===== src/rtl/xor_gate_bus_pipelined.sv =====
// xor_gate_bus_pipelined: N-input bus XOR/one-hot reduction, 2-stage valid/ready pipe, XOR chain accumulator; XOR_BUS_PARITY_OUT_EN adds Parity
module xor_gate_bus_pipelined #(
  parameter int NrOfBits = 8,
  parameter int NrOfInputs = 4,
  parameter logic [NrOfInputs-1:0] BubblesMask = '0,
  parameter bit OneHot = 1'b1
) (
  input  logic                           Clock,
  input  logic                           Reset,
  input  logic                           Tick,
  input  logic [NrOfInputs*NrOfBits-1:0] Inputs,
  input  logic                           In_Valid,
  output logic                           In_Ready,
  input  logic                           Chain,
  output logic [NrOfBits-1:0]            Result,
  output logic                           Out_Valid,
  input  logic                           Out_Ready,
  output logic [7:0]                     Count
`ifdef XOR_BUS_PARITY_OUT_EN
  ,
  output logic                           Parity
`endif
);
  logic                advance, s1_valid, s1_chain;
  logic [NrOfBits-1:0] bits, seen, many, odd, one, s1_odd, s1_one, w, next_result;
  assign advance = Tick & (~Out_Valid | Out_Ready);
  assign In_Ready = advance & ~Reset;
  always_comb begin
    bits = '0;
    seen = '0;
    many = '0;
    odd = '0;
    for (int i = 0; i < NrOfInputs; i++) begin
      bits = Inputs[i*NrOfBits +: NrOfBits] ^ {NrOfBits{BubblesMask[i]}};
      many = many | (seen & bits);
      seen = seen | bits;
      odd = odd ^ bits;
    end
    one = seen & ~many;
  end
  assign w = OneHot ? s1_one : s1_odd;
  assign next_result = s1_chain ? Result ^ w : w;
  always_ff @(posedge Clock or posedge Reset) begin
    if (Reset) begin
      s1_valid <= 1'b0;
      s1_chain <= 1'b0;
      s1_odd <= '0;
      s1_one <= '0;
    end else if (advance) begin
      s1_valid <= In_Valid & In_Ready;
      s1_chain <= Chain;
      s1_odd <= odd;
      s1_one <= one;
    end
  end
  always_ff @(posedge Clock or posedge Reset) begin
    if (Reset) begin
      Out_Valid <= 1'b0;
      Result <= '0;
      Count <= '0;
    end else if (advance) begin
      Out_Valid <= s1_valid;
      if (s1_valid) begin
        Result <= next_result;
        Count <= !s1_chain ? 8'd1 : (&Count ? Count : Count + 8'd1);
      end
    end
  end
`ifdef XOR_BUS_PARITY_OUT_EN
  always_ff @(posedge Clock or posedge Reset) begin
    if (Reset) Parity <= 1'b0;
    else if (advance && s1_valid) Parity <= ^next_result;
  end
`endif
endmodule

===== config.mk =====
export PLATFORM = sky130hd
export DESIGN_NAME = xor_gate_bus_pipelined
export DESIGN_NICKNAME = d
export VERILOG_FILES = /design/src/rtl/xor_gate_bus_pipelined.sv
export SDC_FILE = /design/constraint.sdc
export NUM_CORES = 1
export LEC_CHECK = 0
export CAP_MARGIN = 20
export CORE_MARGIN = 4
export CORE_UTILIZATION = 45
export DETAILED_ROUTE_END_ITERATION = 7
export MAX_ROUTING_LAYER = met4
export PLACE_DENSITY = 0.82
export RECOVER_POWER = 50
export SLEW_MARGIN = 20
export SYNTH_ARGS = -nofsm -noshare
export SYNTH_HDL_FRONTEND = slang
export SYNTH_SLANG_ARGS = --single-unit

===== constraint.sdc =====
create_clock -name Clock -period 1.7 [get_ports Clock]
set_input_delay 0.17 -clock Clock [delete_from_list [all_inputs] [get_ports Clock]]
set_output_delay 0.17 -clock Clock [all_outputs]
set_load 0.005 [all_outputs]

==> results by group <==
Detailed routing
  • Final wirelength: 3541 um
  • Wire length per cell: 12.88 um
  • Initial DRC count: 77
  • Total vias in the final route: 1462
  • ANT nets after route: 0
  • # DRC: 0
  • Vias per cell: 5.316
  • DR pass1 iterations: 4

STA
  • Max-slew violation count: 0
  • Final Setup Violations: 0
  • Final hold vios: 0
  • Clock Skew: 0.007782 ns
  • Setup TNS: 0 ns
  • RSZ-0062 raised after global routing: false
  • Fin crit period: 1.576 ns
  • Worst slew pin tran: 0.6638 ns
  • FMAX: 0.6347 GHz
  • Max-slew headroom: 55.75%
  • Period utilisation layout: 92.69%

GRT
  • Met2 Use GR: 30.18%
  • Most used routing layer in global routing: met2
  • Met3 Use GR: 3.035%
  • GR Overflow Total: 0
  • Initial antenna violation count: 0
  • GRT Resource Usage Total: 16.64%
  • Pin count of the biggest net entering global routing: 28
  • M1 GR Usage: 19.28%
  • First-pass GRT wire length: 5713 um
  • Vias in the first global route: 1354

Final layout
  • Most common cell after layout, fill and taps aside: clkdlybuf4s50_1
  • Non-Filler Instances: 275
  • Area of the multi-input gates: 853.3 sq um
  • Number of diodes: 0
  • Most frequent cells in the layout: 53 x clkdlybuf4s50_1, 31 x o21ai_0, 27 x dfrtp_1
  • Storage cell area: 675.6 sq um
  • Fillers: 309
  • Final Util: 66.85%
  • Area grow syn2layout: 43.19%
  • Fin nets: 269
  • Share of cells above drive strength 1: 13.97%

Yosys
  • Synth Area per Inst: 9.575 sq um
  • Synth cell types: 36
  • Syn nets: 203
  • Sequential-to-total area share from yosys stat: 43.03%
  • Mapped Area: 1570 sq um
  • Synth Register Bits: 27
  • Yosys warning count: 0
  • Cells after Synth: 164

Setup path
  • Crit-path max cell delay: 0.58 ns
  • CP endpoint kind: register
  • Crit path arrival time: 1.80 ns
  • CP startpoint kind: register
  • CP Class: register to register
  • CP Launch Point: s1_chain$_DFFE_PP0P_
  • R2R Setup Slk: 0.12 ns
  • Worst Path Required: 1.93 ns
  • Critical-path cell list: nand3_1 > nor3_4 > nor3_2 > a31o_1
  • R2R Path Start: s1_chain$_DFFE_PP0P_
  • CP Max Fanout: 9
  • Critical path's slowest cell: dfrtp_1

Floorplanning
  • Row count: 21
  • Die height: 67.07 um
  • Initial Util: 46.69%
  • # IOs: 56
  • Core Footprint: 3363 sq um
  • Chip Width: 67.07 um
  • Total die area: 4498 sq um

Run status
  • Status: finished clean

Min path
  • Hold Crit Class: primary input to register
  • Hold_sp: In_Valid

CTS
  • CTS tree: built
  • Clock transition at path regs: 0.14 ns
  • Worst skew pair latency: 0.31 ns
  • CTS sink cnt: 27
  • Root Buffer Master: clkbuf_4
  • Hold_buf cts: 0
  • Clk buf depth: 2
  • # H-tree levels: 1
  • Clock buffer count from CTS: 3

Pwr
  • LEAKAGE: 0.9176 nW
  • Pwr Total: 1.738 mW
  • Worst VDD drop: 0.0002987 V
  • PwrDens: 772.9 nW/um^2

Placement
  • GPL Wtd Cong: 0.8203
  • HPWL Detailed: 2796 um
  • Port buffer count: 55
  • Post-Place Cells: 269

Job
  • Max-Cap Viols: 0
[timing repair]
action,in CTS,in global routing
setup endpoints to repair,1,2
gates resized for setup,1,1
buffers inserted,2,0
hold endpoints to repair,0,0
pin swaps,0,1
[layout make-up]
class | instances | share of cell area, %
timing repair buffer | 64 | 27.49
inverter | 4 | 0.7791
clock buffer | 4 | 1.169
tap | 46 | 2.560
sequential | 27 | 30.05
multi-input combinational | 130 | 37.95
[layer usage]
layer	routed length [um]	share of wire, %
met2	1818	51
met1	1499	42
met4	0	0
met3	222	6.3
met5	0	0
[power by group]
part | internal (mW) | switching (mW) | total (mW)
clock | 0.0916 | 0.179 | 0.270
sequential | 0.745 | 0.114 | 0.859
combinational | 0.365 | 0.244 | 0.609
total | 1.20 | 0.537 | 1.74
[synthesized netlist by cell type (all sizes together)]
cell type | n | area [sq um]
nor2 | 13 | 51.30
dfrtp | 27 | 675.7
buf | 3 | 20.01
mux2 | 9 | 101.4
ha | 1 | 12.51
a21o | 1 | 7.510
inv | 4 | 17.52
o211a | 1 | 10.01
nand4b | 1 | 8.760
a22o | 2 | 17.52
a211o | 1 | 10.01
or4 | 1 | 7.510
nand3 | 3 | 20.02
nand2b | 1 | 13.76
o2111ai | 1 | 15.01
xor2 | 8 | 70.07
o21ai | 31 | 158.9
o21a | 1 | 7.510
nand2 | 18 | 67.56
a21oi | 8 | 40.04
mux2i | 1 | 10.01
o211ai | 4 | 48.79
o31a | 2 | 17.52
a311oi | 8 | 70.07
or2 | 1 | 6.260
a31o | 1 | 8.760
nor3 | 12 | 76.33
[worst max-delay path, delay by kind of cell (launching register included)]
kind	cells	cell delay, ns
DFF	1	0.58
and+or+nand+nor	3	0.68
AOI/OAI and AO/OA	1	0.23
[sequential cells by signal (all words and copies together) (netlist names)]
signal     count
Result         8
Count          8
s1_chain       1
Out_Valid      1
s1_valid       1
s1_one         8
[per-stage QoR]
step	cell area, sq um	hold WS (ns)	worst slack, ns
floorplan	1570	0.2310	0.2236
global placement	2211	0.4654	0.06633
detailed placement	2211	0.4798	0.06611
CTS	2252	0.2543	0.03528
global route	2248	0.4260	0.01968
finish	2248	0.4300	0.1243
[worst paths after layout]
| check | end | depth (start not counted) |
|---|---|---|
| min in group asynchronous | Result[4]$_DFFE_PP0P_ | 3 |
| worst max register to register | Count[2]$_DFFE_PP0P_ | 4 |
| worst min-delay path | s1_valid$_DFFE_PP0P_ | 3 |
| worst max-delay path | Count[2]$_DFFE_PP0P_ | 4 |
| max in group asynchronous | Count[6]$_DFFE_PP0P_ | 3 |
| worst min register to register | Result[2]$_DFFE_PP0P_ | 1 |
[logic make-up after synthesis]
| group | synth area share [%] |
|---|---|
| compound gates | 26.22 |
| xor+xnor | 4.462 |
| fa+ha+maj | 0.7967 |
| buf+inv | 2.390 |
| flops | 43.03 |
| mux | 7.092 |
| simple gates | 16.02 |
Note: power is estimated with default switching activity, not from simulation.
